<file path="src/rtl/jp_pkg.sv">
`default_nettype none
// ============================================================================
// Module   : jp_pkg
// Brief    : Shared constants and types for the NES joypad scan controller.
// Revision : 1.0 - initial release
// ============================================================================
package jp_pkg;

    // Button positions in the published bytes (1 = pressed)
    localparam int JP_A      = 0;
    localparam int JP_B      = 1;
    localparam int JP_SELECT = 2;
    localparam int JP_START  = 3;
    localparam int JP_UP     = 4;
    localparam int JP_DOWN   = 5;
    localparam int JP_LEFT   = 6;
    localparam int JP_RIGHT  = 7;

    typedef enum logic [2:0] {
        ST_IDLE   = 3'd0,
        ST_LATCH  = 3'd1,
        ST_CLK_LO = 3'd2,
        ST_CLK_HI = 3'd3,
        ST_DONE   = 3'd4
    } jp_state_t;

    // Busy length of one poll: 2 latch half-periods plus 8 low/high pairs
    function automatic int poll_cycles(input int clk_div);
        return 18 * clk_div;
    endfunction

endpackage
`default_nettype wire

</file>
<file path="src/rtl/jp_sync.sv">
`default_nettype none
// ============================================================================
// Module   : jp_sync
// Brief    : Two-flop synchronizer for a pad data line; resets to released (1).
// Revision : 1.0 - initial release
// ============================================================================
module jp_sync (
    input  logic clk,
    input  logic rst_n,
    input  logic d,
    output logic q
);

    logic r_meta;
    logic r_sync;

    always_ff @(posedge clk or negedge rst_n) begin
        if (!rst_n) begin
            r_meta <= 1'b1;
            r_sync <= 1'b1;
        end else begin
            r_meta <= d;
            r_sync <= r_meta;
        end
    end

    assign q = r_sync;

endmodule
`default_nettype wire

</file>
<file path="src/rtl/jp_poll_ctrl.sv">
`default_nettype none
// ============================================================================
// Module   : jp_poll_ctrl
// Brief    : Periodic NES joypad scanner for both ports with presence tracking.
// Revision : 1.0 - initial release
// ============================================================================
module jp_poll_ctrl
    import jp_pkg::*;
#(
    parameter int CLK_DIV     = 150,
    parameter int POLL_PERIOD = 416667
) (
    input  logic       clk,
    input  logic       rst_n,
    input  logic       start,
    input  logic       jp_data1,
    input  logic       jp_data2,
    output logic       jp_clk,
    output logic       jp_latch,
    output logic [7:0] buttons1,
    output logic [7:0] buttons2,
    output logic [1:0] present,
    output logic       valid,
    output logic       busy
);

    localparam int                c_div_w    = $clog2(CLK_DIV);
    localparam int                c_poll_w   = $clog2(POLL_PERIOD);
    localparam logic [c_div_w-1:0]  c_div_max  = c_div_w'(CLK_DIV - 1);
    localparam logic [c_poll_w-1:0] c_poll_max = c_poll_w'(POLL_PERIOD - 1);

    jp_state_t             r_state;
    jp_state_t             w_state_next;
    logic [c_div_w-1:0]    r_div;
    logic                  r_latch_half;
    logic [2:0]            r_bit;
    logic [7:0]            r_shadow1;
    logic [7:0]            r_shadow2;
    logic [c_poll_w-1:0]   r_poll_cnt;
    logic                  w_d1;
    logic                  w_d2;
    logic                  w_div_last;
    logic                  w_trigger;
    logic                  w_busy_next;
    logic [1:0]            w_present_new;

    jp_sync u_sync1 (.clk(clk), .rst_n(rst_n), .d(jp_data1), .q(w_d1));
    jp_sync u_sync2 (.clk(clk), .rst_n(rst_n), .d(jp_data2), .q(w_d2));

    always_ff @(posedge clk or negedge rst_n) begin
        if (!rst_n) begin
            r_poll_cnt <= '0;
        end else begin
            r_poll_cnt <= (r_poll_cnt == c_poll_max) ? '0 : r_poll_cnt + 1'b1;
        end
    end

    assign w_div_last    = (r_div == '0);
    assign w_trigger     = (r_poll_cnt == c_poll_max) || start;
    assign w_busy_next   = (w_state_next == ST_LATCH) || (w_state_next == ST_CLK_LO) ||
                           (w_state_next == ST_CLK_HI);
    assign w_present_new = present | {~&r_shadow2, ~&r_shadow1};

    always_comb begin
        w_state_next = r_state;
        case (r_state)
            ST_IDLE:   if (w_trigger) w_state_next = ST_LATCH;
            ST_LATCH:  if (w_div_last && r_latch_half) w_state_next = ST_CLK_LO;
            ST_CLK_LO: if (w_div_last) w_state_next = ST_CLK_HI;
            ST_CLK_HI: if (w_div_last) w_state_next = (r_bit == 3'd7) ? ST_DONE : ST_CLK_LO;
            ST_DONE:   w_state_next = ST_IDLE;
            default:   w_state_next = ST_IDLE;
        endcase
    end

    // Outputs are registered from the next state so they line up with the state itself
    always_ff @(posedge clk or negedge rst_n) begin
        if (!rst_n) begin
            r_state      <= ST_IDLE;
            r_div        <= c_div_max;
            r_latch_half <= 1'b0;
            r_bit        <= 3'd0;
            r_shadow1    <= '1;
            r_shadow2    <= '1;
            jp_clk       <= 1'b0;
            jp_latch     <= 1'b0;
            busy         <= 1'b0;
            valid        <= 1'b0;
            buttons1     <= 8'h00;
            buttons2     <= 8'h00;
            present      <= 2'b00;
        end else begin
            r_state <= w_state_next;

            if ((w_state_next != r_state) || w_div_last || (r_state == ST_IDLE)) begin
                r_div <= c_div_max;
            end else begin
                r_div <= r_div - 1'b1;
            end

            // The latch phase is two half-periods long; this flag marks the second one
            if ((r_state == ST_LATCH) && w_div_last) begin
                r_latch_half <= ~r_latch_half;
            end

            if (r_state == ST_LATCH) begin
                r_bit <= 3'd0;
            end else if ((r_state == ST_CLK_HI) && w_div_last) begin
                r_bit <= r_bit + 3'd1;
            end

            if ((r_state == ST_CLK_LO) && w_div_last) begin
                r_shadow1[r_bit] <= w_d1;
                r_shadow2[r_bit] <= w_d2;
            end

            jp_latch <= (w_state_next == ST_LATCH);
            jp_clk   <= (w_state_next == ST_CLK_HI);
            busy     <= w_busy_next;
            valid    <= (w_state_next == ST_DONE);

            if (w_state_next == ST_DONE) begin
                present  <= w_present_new;
                buttons1 <= w_present_new[0] ? ~r_shadow1 : 8'h00;
                buttons2 <= w_present_new[1] ? ~r_shadow2 : 8'h00;
            end
        end
    end

endmodule
`default_nettype wire

</file>
<file path="config.mk">
export PLATFORM = sky130hd
export DESIGN_NAME = jp_poll_ctrl
export DESIGN_NICKNAME = d
export VERILOG_FILES = /design/src/rtl/jp_pkg.sv /design/src/rtl/jp_sync.sv /design/src/rtl/jp_poll_ctrl.sv
export SDC_FILE = /design/constraint.sdc
export NUM_CORES = 1
export LEC_CHECK = 0
export BUFFER_PORTS_ARGS = -buffer_cell sky130_fd_sc_hd__buf_2
export CAP_MARGIN = 20
export CORE_MARGIN = 5
export CORE_UTILIZATION = 40
export CTS_BUF_LIST = sky130_fd_sc_hd__clkbuf_4 sky130_fd_sc_hd__clkbuf_8
export CTS_CLUSTER_SIZE = 24
export DETAILED_ROUTE_END_ITERATION = 16
export SLEW_MARGIN = 20
export SYNTH_ARGS = -nofsm -noshare
export SYNTH_HDL_FRONTEND = slang
export SYNTH_HIERARCHICAL = 1
export SYNTH_SLANG_ARGS = --single-unit
</file>
<file path="constraint.sdc">
create_clock -name clk -period 1.85 [get_ports clk]
set_input_delay 0.185 -clock clk [delete_from_list [all_inputs] [get_ports clk]]
set_output_delay 0.185 -clock clk [all_outputs]
set_load 0.02 [all_outputs]
</file>
=== Word-level counts from Yosys, hierarchy flattened ===
Cells that the tools add are included.

* Register bits after elaboration: 76
* Output and inout port bits: 22
* Logic and storage cells: 70

* Add/sub/neg operators: 3
* $lt $le $gt $ge: 2
* Equal/unequal tests: 10
* Mux-type cells: 16
* Bitwise operators: 4
* Reduce and logical (&&, ||, !) cells: 17

{| class="wikitable"
|+ Operators with widths
! kind !! number
|-
| 8-bit 2-to-1 mux || 3
|-
| 3-bit 2-to-1 mux || 7
|-
| 19-bit by 1-bit adder with 19-bit output, second input constant || 1
|-
| 19-bit == test, second input constant || 1
|-
| 19-bit 2-to-1 mux || 1
|-
| 8-bit bitwise mux || 2
|-
| 8-bit NOT || 2
|-
| 8-bit AND reduction || 2
|-
| 3-bit by 2-bit == test with 1-bit output, second input constant || 4
|-
| 3-bit one-hot mux with 4 select lines || 1
|-
| 8-bit zero test || 1
|-
| 8-bit by 1-bit subtractor with 8-bit output, second input constant || 1
|-
| 3-bit by 1-bit == test with 1-bit output, second input constant || 2
|-
| 3-bit == test, second input constant || 2
|-
| 1-bit logical AND || 5
|-
| 1-bit logical OR || 5
|-
| 3-bit by 4-bit < comparator with 1-bit output, second input constant || 1
|-
| 3-bit by 1-bit adder with 3-bit output, second input constant || 1
|-
| 1-bit demux with 3-bit select || 1
|-
| 3-bit by 1-bit greater-or-equal comparator with 1-bit output, second input constant || 1
|-
| 3-bit zero test || 1
|-
| 3-bit inequality test || 1
|-
| 1-bit zero test || 2
|-
| 2-bit bitwise OR || 1
|-
| 3 further kinds || 3
|}

=== Depth between registers and ports, before layout ===
* Word-level depth: 8
* Depth in mapped cells: 7

=== Modules after synthesis ===
Netlist, hierarchy kept.

{| class="wikitable"
|+ By module, submodules not included
! module !! times used !! cells an instance !! area an instance (µm²) !! seq. area each (µm²)
|-
| jp_poll_ctrl || 1 || 274 || 3095.5 || 1826.8
|-
| jp_sync || 2 || 2 || 52.6 || 52.6
|}

=== Least setup slack after synthesis ===
Ideal clock, no wire load.

* Path kind: reg-to-reg
* Start: reg r_div[0]
* End: reg busy
* Library setup time: 0.131 ns
* Arrival: 1.661 ns
* Slack: 0.058 ns
* Stages on the path, launching flop included: 8
* Path buffers: 1
* Path through: dfstp_2 -> inv_1 -> ha_1 -> and3_2 -> buf_6 -> xnor2_1 -> nor2_1 -> or3_1

* Longest elaborated chain between the ends: 7
* Elaborated cells between the ends (all ways): 11
* Those cells by class: 3 x eq/ne; 4 x mux; 4 x reduce/logical

{| class="wikitable"
|+ RTL lines
! item !! line !! text
|-
| start, declared || jp_poll_ctrl.sv:34 || <nowiki>logic [c_div_w-1:0] r_div;</nowiki>
|-
| start signal, assigned || jp_poll_ctrl.sv:80 || <nowiki>r_div <= c_div_max;</nowiki>
|-
| start signal, assigned || jp_poll_ctrl.sv:96 || <nowiki>r_div <= c_div_max;</nowiki>
|-
| start signal, assigned || jp_poll_ctrl.sv:98 || <nowiki>r_div <= r_div - 1'b1;</nowiki>
|-
| 8-bit zero test * || jp_poll_ctrl.sv:58 || <nowiki>assign w_div_last = (r_div == '0);</nowiki>
|-
| 1-bit logical AND || jp_poll_ctrl.sv:68 || <nowiki>ST_LATCH: if (w_div_last && r_latch_half) w_state_next = ST_CLK_LO;</nowiki>
|-
| 3-bit 2-to-1 mux || jp_poll_ctrl.sv:68 ||
|-
| 3-bit one-hot mux with 4 select lines * || jp_poll_ctrl.sv:66 || <nowiki>case (r_state)</nowiki>
|-
| 3-bit by 1-bit == test with 1-bit output / 3-bit by 2-bit == test with 1-bit output (equally long branches) || jp_poll_ctrl.sv:60 || <nowiki>assign w_busy_next = (w_state_next == ST_LATCH) || (w_state_next == ST_CLK_LO) ||</nowiki>
|-
| 1-bit logical OR || jp_poll_ctrl.sv:60 ||
|-
| 1-bit logical OR * || jp_poll_ctrl.sv:60 ||
|-
| named net w_busy_next || jp_poll_ctrl.sv:44 || <nowiki>logic w_busy_next;</nowiki>
|-
| end signal, assigned || jp_poll_ctrl.sv:119 || <nowiki>busy <= w_busy_next;</nowiki>
|-
| end, declared || jp_poll_ctrl.sv:24 || <nowiki>output logic busy</nowiki>
|}

Mark *: on every way through the listed nets, which the timed path passes. The rest lies on a longest branch.
A chain may end at the register's enable or synchronous reset.

=== Worst setup path in the final report ===
* Start: reg r_poll_cnt[1]
* End: reg busy

* Longest elaborated chain between the ends: 7
* Elaborated cells between the ends (all ways): 9
* Those cells by class: 4 x eq/ne; 2 x mux; 3 x reduce/logical

{| class="wikitable"
|+ RTL lines
! item !! line !! text
|-
| start, declared || jp_poll_ctrl.sv:39 || <nowiki>logic [c_poll_w-1:0] r_poll_cnt;</nowiki>
|-
| start signal, assigned || jp_poll_ctrl.sv:54 || <nowiki>r_poll_cnt <= (r_poll_cnt == c_poll_max) ? '0 : r_poll_cnt + 1'b1;</nowiki>
|-
| 19-bit == test * || jp_poll_ctrl.sv:59 || <nowiki>assign w_trigger = (r_poll_cnt == c_poll_max) || start;</nowiki>
|-
| 1-bit logical OR * || jp_poll_ctrl.sv:59 ||
|-
| 3-bit 2-to-1 mux * || jp_poll_ctrl.sv:67 || <nowiki>ST_IDLE: if (w_trigger) w_state_next = ST_LATCH;</nowiki>
|-
| 3-bit one-hot mux with 4 select lines * || jp_poll_ctrl.sv:66 ||
|-
| 3-bit by 1-bit == test with 1-bit output / 3-bit by 2-bit == test with 1-bit output (equally long branches) || jp_poll_ctrl.sv:60 ||
|-
| 1-bit logical OR || jp_poll_ctrl.sv:60 ||
|-
| 1-bit logical OR * || jp_poll_ctrl.sv:60 ||
|-
| named net w_busy_next || jp_poll_ctrl.sv:44 ||
|}

Marks and branches as above.

==> flow_summary_export.csv <==
group,metric,value,unit
pwr,p_per_area,930,nW/um^2
grt,overflow,0,
yosys,yosysMostFrequentCell,"dfrtp_1",
critical_path,arrival,2000,ps
cts,numClockSinks,76,
route,vias_per_cell,4.84,
sta,slew_viol_final,0,
worst_hold_path,min_path_type,"reg2reg",
critical_path,crit_path_start_kind,"flop",
critical_path,crit_type,"reg2reg",
final_layout,nNetsFinal,341,
cts,cts_tree,"done",
yosys,synthesis.nets,288,
grt,grt_pass1_vias,2211,
yosys,synth_top_cells_by_count,"52 x dfrtp_1, 33 x nand2_1, 28 x nor2_1, 24 x dfstp_2, 19 x o21ai_0",
sta,fin_worst_skew,11.7,ps
yosys,syn_area,3200,sq um
cts,clock_latency,340,ps
sta,max_slew_margin,0.636,
yosys,post-synth-top-area-cell,"dfrtp_1",
yosys,synth-async-reset-ratio,1.00,
sta,post-route-min-period,1790,ps
critical_path,required,2060,ps
route,vias,2122,
yosys,synth_seq_cells,76,
critical_path,cpPeakStageDelay,420,ps
cts,cts.path.max_buffers,2,
yosys,synth_enable_flop_cells,0,
cts,path_clk_slew,80,ps
die,die_h,99.5,microns
route,drt-pass1-iter-count,6,
final_layout,utilization,0.495,
yosys,synth_cells,278,
placed_design,hpwl,4.14,mm
die,die_area,9890,sq um
sta,fmax,558,MHz
critical_path,crit_path_end_kind,"flop",
critical_path,path_max_fanout,9,
placed_design,pre_cts_slack,16.6,ps
final_layout,area_growth,20.3,%
yosys,synthDistinctLibCells,38,
route,wl,5.81,mm
sta,period_share,0.968,
route,drc,0,
critical_path,crit_chain,"ha_1 > nor4bb_2 > nand3_1 > nor4_2 > buf_4 > a21o_1 > or3_1",
route,detail-route-antenna-nets,0,
grt,grt_pass1_wl,10.3,mm
yosys,syn_avg_cell_area,11.5,sq um
route,first_iter_violations,72,
placed_design,routabilityCongestion,0.786,
critical_path,crit_family,"simple AND/OR/NAND/NOR gates",
final_layout,n_antenna_cell,0,
cts,cts_buffers,9,
die,rows,32,
placed_design,placed_cell_area,3600,sq um
critical_path,crit_buf_inv,1,
grt,antenna_found_initial,0,
status,status,"complete, no violations",
critical_path,crit_slowest_cell,"dfrtp_1",
die,die_x,99.5,microns
grt,grt_max_degree,77,
sta,tns,0,ps
pwr,power,3.58,mW
pwr,ir_drop,0.360,mV
sta,rsz0062_at_grt,"yes",
grt,grtUsageTotal,0.129,
yosys,ys_seq_area_frac,0.604,
cts,htreeDepth,3,
sta,setup_viol,0,
yosys,synth_flop_cell,"dfrtp_1",
final_layout,final_layout_size_suffix_gt1_frac,0.336,
cts,cts_root_buf,"clkbuf_8",
die,start_util,0.412,
yosys,yosysWarnings,6,
sta,layout_setup_ws,59.2,ps
die,io_pins,27,
yosys,synth_top_area_frac,0.407,
placed_design,placement.io_buffers,26,
route,drt-wirelength-per-cell,13.3,microns
sta,tightest_slew,542,ps
die,core_area,7770,sq um
yosys,synthTopCellsByArea,"dfrtp_1 41%, dfstp_2 20%, mux2_2 6.0%",
final_layout,fin_area,3850,sq um
pwr,leakagePower,1.78,nW
job,maxCapViolCount,0,
sta,hold_viol_final,0,
==> flip-flops by register name, indices dropped and copies added (netlist names) <==
name / flops
buttons2: 8
r_div: 8
valid: 1
r_poll_cnt: 19
u_sync1/q: 1
u_sync2/q: 1
present: 2
busy: 1
u_sync2/r_meta: 1
buttons1: 8
r_latch_half: 1
r_bit: 3
u_sync1/r_meta: 1
jp_clk: 1
jp_latch: 1
r_shadow2: 8
r_state: 3
r_shadow1: 8
==> metal layers <==
metal,routed length (microns),vias up,GRT usage
li1,-,1073,-
met3,211,9,0.0266
met1,2980,1008,0.182
met2,2510,32,0.191
met4,106,0,0.0599
met5,0,-,0
==> cells in the final DEF, fill, tap and decap left out, types with 5 or more instances in the layout <==
cell and n:
ha_1 5, buf_4 17, xnor2_1 13, inv_1 6, nor2_1 27, clkbuf_8 10, dfrtp_1 52, dfstp_2 24
xor2_1 9, nand4_1 8, buf_2 26, nand3_1 15, o21ai_0 19, nor3_1 6, mux2_2 17, nand2_1 31
==> cell type report <==
| cell class | count | area, sq um |
|---|---|---|
| flip-flops and latches | 76 | 1930 |
| well taps | 102 | 128 |
| clock inverters | 4 | 25.0 |
| repair buffers | 49 | 339 |
| fillers | 719 | 3920 |
| multi-input cells | 189 | 1250 |
| inverters | 6 | 22.5 |
| clock buffers | 12 | 153 |
==> power by group <==
part / switching [mW] / total, mW / internal, mW
Combinational: 0.247 / 0.514 / 0.268
Clock: 0.584 / 1.13 / 0.550
Sequential: 0.115 / 1.93 / 1.82
Total: 0.945 / 3.58 / 2.64
==> path summary, 6_finish.rpt <==
kind,start,depth (start not counted),to,slack (ps)
min in group asynchronous,rst_n,3,present[1]$_DFFE_PN0P_,400
min,u_sync1/r_meta$_DFF_PN1_,0,u_sync1/q$_DFF_PN1_,360
max,r_poll_cnt[1]$_DFF_PN0_,7,busy$_DFF_PN0_,60
min reg2reg,u_sync1/r_meta$_DFF_PN1_,0,u_sync1/q$_DFF_PN1_,360
max in group asynchronous,rst_n,3,r_div[4]$_DFF_PN1_,1100
max reg2reg,r_poll_cnt[1]$_DFF_PN0_,7,busy$_DFF_PN0_,60
==> stage by stage <==
stage,instances,hold slack [ps]
floorplan,278,-111
CTS,437,297
detailed placement,418,256
finish,438,358
global placement,418,250
global route,438,364
==> timing repair <==
item,4_1_cts,5_1_grt
resized for setup,1,7
setup endpoints to repair,1,10
pin swaps,1,2
hold buffers,3,0
hold endpoints to repair,54,0
buffers inserted,0,1
==> kinds of logic after synthesis <==
family          count (synthesis)  share of synthesized area
mux                            17                     0.0598
fa+ha+maj                       5                     0.0195
simple gates                  116                      0.185
buf+inv                        13                     0.0184
compound gates                 28                     0.0504
xor+xnor                       23                     0.0629
flops                          76                      0.604
Note: power is estimated with default switching activity, not from simulation.
